File: config.mk
export PLATFORM = sky130hd
export DESIGN_NAME = arbitro_rr_pop
export DESIGN_NICKNAME = d
export VERILOG_FILES = /design/src/rtl/arbitro_rr_pop.sv
export SDC_FILE = /design/constraint.sdc
export NUM_CORES = 1
export LEC_CHECK = 0
export CAP_MARGIN = 20
export CORE_ASPECT_RATIO = 0.8
export CORE_UTILIZATION = 48
export CTS_BUF_LIST = sky130_fd_sc_hd__clkbuf_2 sky130_fd_sc_hd__clkbuf_4 sky130_fd_sc_hd__clkbuf_8
export CTS_CLUSTER_DIAMETER = 30
export CTS_CLUSTER_SIZE = 16
export DETAILED_ROUTE_END_ITERATION = 8
export MAX_ROUTING_LAYER = met4
export PLACE_DENSITY = 0.9
export SLEW_MARGIN = 10
export SYNTH_ARGS = -nofsm -noshare
export SYNTH_HDL_FRONTEND = slang
export SYNTH_SLANG_ARGS = --single-unit
File: constraint.sdc
create_clock -name clk -period 2.2 [get_ports clk]
set_clock_uncertainty 0.15 [all_clocks]
set_input_delay 0.33 -clock clk [delete_from_list [all_inputs] [get_ports clk]]
set_output_delay 0.33 -clock clk [all_outputs]
set_load 0.01 [all_outputs]
File: src/rtl/arbitro_rr_pop.sv
// Round-robin pop arbiter: drains four upstream 6-bit FIFOs into one downstream FIFO,
// one word per pop/wait/push service, with downstream pause and per-source timeout.
module arbitro_rr_pop #(
  parameter int N_SRC   = 4,
  parameter int TIMEOUT = 4
) (
  input  logic             clk,
  input  logic             reset_L,
  input  logic [N_SRC-1:0] fifo_empty,
  input  logic [N_SRC-1:0] valid_in,
  input  logic [5:0]       data_in0,
  input  logic [5:0]       data_in1,
  input  logic [5:0]       data_in2,
  input  logic [5:0]       data_in3,
  input  logic             pausa,
  output logic [N_SRC-1:0] pop,
  output logic             push_out,
  output logic [5:0]       data_out,
  output logic [1:0]       grant,
  output logic             timeout_err,
  output logic             err_sticky,
  output logic [1:0]       o_dbg_state,
  output logic [1:0]       o_dbg_ptr
);

  typedef enum logic [1:0] {
    S_IDLE = 2'd0,
    S_POP  = 2'd1,
    S_WAIT = 2'd2,
    S_PUSH = 2'd3
  } state_t;

  // Handshake: pop[i] is a one-cycle request; the FIFO answers with valid_in[i] one
  // cycle later; push_out is a one-cycle strobe qualifying data_out (no ready back).

  logic             r_rst_meta;
  logic             r_rst_sync;
  logic             w_rst_n;

  state_t           r_state;
  logic [1:0]       r_ptr;
  logic [1:0]       r_grant;
  logic [3:0]       r_wait_cnt;
  logic [N_SRC-1:0] r_pop;
  logic             r_push;
  logic [5:0]       r_data;
  logic             r_timeout_err;
  logic             r_err_sticky;

  logic [7:0]       w_dbl_empty;
  logic [3:0]       w_rot_empty;
  logic [1:0]       w_off;
  logic [1:0]       w_sel;
  logic             w_any;
  logic             w_valid_g;
  logic [5:0]       w_data_g;

  // Reset asserts asynchronously and releases two clock edges later.
  always_ff @(posedge clk or negedge reset_L) begin
    if (!reset_L) begin
      r_rst_meta <= 1'b0;
      r_rst_sync <= 1'b0;
    end else begin
      r_rst_meta <= 1'b1;
      r_rst_sync <= r_rst_meta;
    end
  end

  assign w_rst_n = r_rst_sync;

  // Rotate the empty flags so bit 0 is the source at r_ptr, then pick the first non-empty.
  assign w_dbl_empty = {fifo_empty, fifo_empty};
  assign w_rot_empty = w_dbl_empty[r_ptr +: 4];
  assign w_any       = ~&fifo_empty;

  always_comb begin
    w_off = 2'd3;
    if (!w_rot_empty[0])      w_off = 2'd0;
    else if (!w_rot_empty[1]) w_off = 2'd1;
    else if (!w_rot_empty[2]) w_off = 2'd2;
  end

  assign w_sel     = r_ptr + w_off;
  assign w_valid_g = valid_in[r_grant];

  always_comb begin
    w_data_g = data_in0;
    case (r_grant)
      2'd0: w_data_g = data_in0;
      2'd1: w_data_g = data_in1;
      2'd2: w_data_g = data_in2;
      2'd3: w_data_g = data_in3;
      default: w_data_g = data_in0;
    endcase
  end

  always_ff @(posedge clk or negedge w_rst_n) begin
    if (!w_rst_n) begin
      r_state       <= S_IDLE;
      r_ptr         <= 2'd0;
      r_grant       <= 2'd0;
      r_wait_cnt    <= 4'd0;
      r_pop         <= '0;
      r_push        <= 1'b0;
      r_data        <= 6'd0;
      r_timeout_err <= 1'b0;
      r_err_sticky  <= 1'b0;
    end else begin
      r_pop         <= '0;
      r_push        <= 1'b0;
      r_timeout_err <= 1'b0;
      case (r_state)
        S_IDLE: begin
          if (!pausa && w_any) begin
            r_grant      <= w_sel;
            r_pop[w_sel] <= 1'b1;
            r_state      <= S_POP;
          end
        end
        S_POP: begin
          r_wait_cnt <= 4'd0;
          r_state    <= S_WAIT;
        end
        S_WAIT: begin
          // Data arriving on the last allowed cycle still wins over the timeout.
          if (w_valid_g) begin
            r_data  <= w_data_g;
            r_push  <= 1'b1;
            r_state <= S_PUSH;
          end else if (r_wait_cnt == 4'(TIMEOUT - 1)) begin
            r_timeout_err <= 1'b1;
            r_err_sticky  <= 1'b1;
            r_ptr         <= r_grant + 2'd1;
            r_state       <= S_IDLE;
          end else begin
            r_wait_cnt <= r_wait_cnt + 4'd1;
          end
        end
        S_PUSH: begin
          r_ptr   <= r_grant + 2'd1;
          r_state <= S_IDLE;
        end
        default: r_state <= S_IDLE;
      endcase
    end
  end

  assign pop         = r_pop;
  assign push_out    = r_push;
  assign data_out    = r_data;
  assign grant       = r_grant;
  assign timeout_err = r_timeout_err;
  assign err_sticky  = r_err_sticky;
  assign o_dbg_state = r_state;
  assign o_dbg_ptr   = r_ptr;

endmodule

Word level (Yosys, flattened, before mapping)
Index checks and enable logic that the tools add are counted.
W data, S select, Z words.

storage, ports and cells
  logic and storage cells = 71
  input bits = 35
  register bits = 25
  output and inout port bits = 19

cells by class
  muxes and demuxes = 25
  reduce and logical (&&, ||, !) cells = 15
  shift-type cells = 1
  order comparisons = 3
  bitwise gates (word level) = 1
  eq/ne operators = 12
  $add $sub $neg = 3

operators by type and width
  kind                   count
  $pmux W6 S4            1
  $mux W4                4
  $mux W2                7
  $reduce_and A3 Y1      3
  $eq A2 B2 Y1 const B   4
  $mux W1                8
  $ne A2 B2 Y1 const B   4
  $pmux W2 S4            1
  $pmux W4 S2            1
  $shiftx A8 B3 Y3       1
  $lt A2 B3 Y1 const B   2
  $reduce_and A2 Y1      3
  $add A4 B1 Y4 const B  1
  $eq A2 B1 Y1 const B   2
  $eq A4 B2 Y1 const B   1
  $logic_not A2 Y1       2
  $pmux W2 S2            1
  $reduce_and A4 Y1      1
  $reduce_bool A2 Y1     2
  $ne A3 B3 Y1 const B   1
  $add A2 B1 Y2 const B  1
  $add A2 B2 Y2          1
  $bmux W1 S2            1
  $demux W1 S2           1
  other kinds (4)        6

Logic depth before layout (Yosys ltp)
  depth in word-level cells = 11
  depth in mapped cells = 9
  gate-level depth less buffers = 8

Worst setup path after synthesis
Ideal clock, no wire load.

  path kind = register -> register
  start point = reg r_ptr[0], in the netlist o_dbg_ptr[0]
  end point = reg r_pop[1], in the netlist pop[1]
  data arrival time = 1.902 ns
  path buffers = 1
  required time = 1.930 ns
  stages on the path, launching flop included = 10
  period minus slack after synthesis = 2.172 ns
  path slack = 0.028 ns
  library setup time = 0.120 ns
  path through = dfrtp_1 -> clkbuf_1 -> nor2b_1 -> o2bb2ai_1 -> nand2_1 -> o211ai_1 -> ha_1 -> or3_1 -> a21o_1 -> and3b_1

on the way
  longest elaborated chain between the ends = 11
  elaborated cells between the ends (all ways) = 12
  classes of those cells = 1 x add/sub; 2 x order compare; 1 x shift; 7 x mux; 1 x reduce/logical

RTL lines
  what                                                                       line  source
  start, declared                                                            41    logic [1:0] r_ptr;
  start signal, assigned                                                     133   r_ptr <= r_grant + 2'd1;
  start signal, assigned                                                     140   r_ptr <= r_grant + 2'd1;
  $shiftx A8 B3 Y3                                                           73    assign w_rot_empty = w_dbl_empty[r_ptr +: 4];
  $mux W1                                                                    80    else if (!w_rot_empty[2]) w_off = 2'd2;
  $mux W2                                                                    79    else if (!w_rot_empty[1]) w_off = 2'd1;
  $mux W2                                                                    78    if (!w_rot_empty[0]) w_off = 2'd0;
  $add A2 B2 Y2 *                                                            83    assign w_sel = r_ptr + w_off;
  $lt A2 B3 Y1 (implied by the code) / $ge A2 B1 Y1 (equally long branches)  116   r_pop[w_sel] <= 1'b1;
  $logic_and A1 B1 Y1 (implied by the code)                                  116
  $mux W1 (implied by the code)                                              116
  $demux W1 S2 *                                                             116
  $mux W4 *                                                                  114   if (!pausa && w_any) begin
  $mux W4 *                                                                  112   case (r_state)
  end signal, assigned                                                       103   r_pop <= '0;
  end signal, assigned                                                       109   r_pop <= '0;
  end signal, assigned by index                                              116
  end, declared                                                              44    logic [N_SRC-1:0] r_pop;

Every way passes the cells marked *; elsewhere a longest branch is shown, timed or not.
A chain may end at the register's enable or synchronous reset.

Worst setup path after layout
  start point = in fifo_empty[3]
  end point = reg r_pop[1], in the netlist pop[1]

on the way
  longest elaborated chain between the ends = 11
  elaborated cells between the ends (all ways) = 15
  classes of those cells = 1 x add/sub; 2 x order compare; 1 x shift; 7 x mux; 4 x reduce/logical

RTL lines
  what                                                                       line  source
  start, declared                                                            9     input logic [N_SRC-1:0] fifo_empty,
  $shiftx A8 B3 Y3                                                           73
  $mux W1                                                                    80
  $mux W2                                                                    79
  $mux W2                                                                    78
  $add A2 B2 Y2                                                              83
  $lt A2 B3 Y1 (implied by the code) / $ge A2 B1 Y1 (equally long branches)  116
  $logic_and A1 B1 Y1 (implied by the code)                                  116
  $mux W1 (implied by the code)                                              116
  $demux W1 S2                                                               116
  $mux W4 *                                                                  114
  $mux W4 *                                                                  112

Marks and branches as above.

==> flow_summary.toml <==
[layout]
final_nets = 238
regArea_um2 = 627
stdcell_count = 232
drive_gt1_frac = 0.107
n_antenna_cell = 0
area_growth_pct = 49.9
layout_common_cells = "clkdlybuf4s50_1, dfrtp_1, nand2_1, o21ai_0, a21oi_1"
fill_cells = 167
multi_input_comb_area_um2 = 662
layout_commonest_cell = "clkdlybuf4s50_1"

[job]
cap_violations = 0

[timing]
relSlewSlack = 0.416
rsz0062_at_grt = "false"
min_period_over_period = 0.954
timing.fmax_mhz = 476
worst_pin_slew_ps = 876
finalHoldViolations = 0
final-max-slew-violation-count = 0
setup_viol = 0
min_period_ps = 2100
setup_slack_ps = 100

[cts]
clk_pin_slew_ps = 120
clkLatencyLatePin_ps = 320
cts_tree = "built"
htree_levels = 1
cts_buffers = 3
clkSinkCount = 25
clockRootBuffer = "clkbuf_4"
postCtsSetupRepairBufs = 0
cts.path.max_buffers = 2

[worst_setup_path]
slowest_stage = "clkdlybuf4s50_1"
cpPeakStageDelay_ps = 520
setup.worst_path.end_class = "flip-flop"
timing.rr.start = "o_dbg_ptr[0]"
crit_required_ps = 2270
reg2reg_to = "pop[1]"
setup.worst_path.start = "fifo_empty[3]"
worstSetupPathType = "in2reg"
cp_cell_sequence = "clkdlybuf4s50_1 -> inv_1 -> o2bb2ai_1 -> nand2_1 -> o211ai_1 -> ha_2 -> or3_1 -> a21o_1 -> and3b_1"
critPathArrivalTime_ps = 2170
cp_max_fo = 5
ff2ff_setup_slack_ps = 110
worst_r2r_path_depth = 7
critPathLaunchType = "primary input"

[floorplanning]
design.core.area_um2 = 2540
dieHeight_um = 49.1
dieWidth_um = 60.9
io_pins = 54
rows = 16
start_util = 0.524
fp.dieArea_um2 = 2990

[synth]
netlist_instances = 136
synth_ff_type = "dfrtp_1"
synth_nets = 177
synth_area_leaders = "dfrtp_1, ha_1, a222oi_1"
syn_area_um2 = 1330
synth_top_cell_by_area = "dfrtp_1"
yosysSeqAreaShare = 0.469
synthArstFlopShare = 1.00
synth_edf_count = 0
synth.ff_latch_count = 25
synth_cell_types = 41
ys_warn_count = 0
synthDominantCellAreaShare = 0.469
postSynthAreaPerCell_um2 = 9.80

[routing]
avgRoutedWirePerCell_um = 14.6
vias_per_cell = 5.48
vias = 1272
drt-pass1-iter-count = 5
drt_iter0_markers = 72
ant_nets = 0
drc_errors = 0
drt-total-wl_um = 3400

[power_and_ir_drop]
swShare = 0.395
p_per_area_nw_per_um2 = 1130
p_seq_frac = 0.350
pwr-share-clk = 0.093
power_mw = 2.26
switching_power_uw = 894
comb_power_share = 0.557
peakVddDrop_uv = 551
leakage_nw = 0.873
intPower_mw = 1.37

[global_routing]
grt_max_degree = 24
antenna_found_initial = 0
overflow = 0
grt_pass1_vias = 1245
grt_use_total = 0.266
grt_pass1_wl_um = 5640

[hold_path]
hold_depth = 0
worst_hold_path.endpoint = "r_rst_sync"
min-delay-start = "r_rst_meta"
hold_class = "reg2reg"

[placed_design]
port_buffers = 53
place_congestion = 0.751
dp.cells = 227
dp_hpwl_um = 2740
place_ws_ps = -307

[status]
outcome = "complete, no violations"
==> cells by family after synthesis <==
group | count (synthesis) | synth area share
other cells | 1 | 0.00281
buf+inv | 11 | 0.0451
flops | 25 | 0.469
mux | 5 | 0.0498
fa+ha+maj | 6 | 0.0563
simple gates | 48 | 0.181
compound gates | 40 | 0.195
==> flip-flops by register name (all words and copies together) (netlist names) <==
signal / flops
push_out: 1
r_rst_sync: 1
r_rst_meta: 1
r_wait_cnt: 4
grant: 2
timeout_err: 1
err_sticky: 1
o_dbg_state: 2
pop: 4
o_dbg_ptr: 2
data_out: 6
==> worst max-delay path by stage <==
stage	to	depth (start not counted)
floorplan	pop[1]	9
global placement	pop[1]	8
detailed placement	pop[1]	8
CTS	pop[1]	8
global route	pop[1]	7
finish	pop[1]	9
==> area by class of cell <==
cell class	instances	area share
Sequential cell	25	0.314
Inverter	6	0.0113
Timing Repair Buffer	61	0.306
Multi-Input combinational cell	100	0.331
Tap cell	36	0.0226
Clock buffer	4	0.0150
==> cells in the mapped netlist, types with 2 or more instances <==
master     n
inv_1      6
o21ai_0   11
mux2_1     2
nor3_1     5
o22ai_1    3
nor2_1    10
a222oi_1   6
dfrtp_1   25
a21oi_1   11
clkbuf_1   2
ha_1       6
nor2b_1    3
nand2_1   16
nor4_1     3
==> metal layers <==
layer / GRT usage / up-vias / share of wire
met1: 0.314 / 591 / 0.42
met4: 0.102 / 0 / 0.022
met2: 0.430 / 47 / 0.50
li1: - / 622 / -
met3: 0.0690 / 12 / 0.056
met5: - / - / 0
==> timing repair <==
item	CTS	global route
hold endpoints to repair	0	2
endpoints found under the setup margin	0	5
resized for setup	0	7
hold buffers	0	1
==> stage by stage <==
stage	TNS (ps)	area, µm²	util	hold WS (ps)
after detailed placement	-1310	1940	0.761	186
after global routing	0	2000	0.785	217
after CTS	0	1970	0.773	3.38
after global placement	-679	1940	0.761	184
final	0	2000	0.785	212
after floorplan	0	1330	-	-116
==> worst max-delay path, delay by kind of cell <==
family | cells | cell delay (ps)
AND/OR/NAND/NOR | 3 | 630
buffers and inverters | 2 | 590
AO/OA/AOI/OAI | 3 | 420
adder cells (fa/ha/maj) | 1 | 190
==> power groups by stage <==
stage | combinational (mW) | clock [mW] | sequential (mW)
after detailed placement | 1.24 | 0 | 0.798
after global placement | 1.18 | 0 | 0.789
after global routing | 1.39 | 0.242 | 0.821
after CTS | 1.24 | 0.215 | 0.789
after floorplan | 0.698 | 0 | 0.794
final | 1.26 | 0.210 | 0.792
Power figures use the tool's default switching activity.
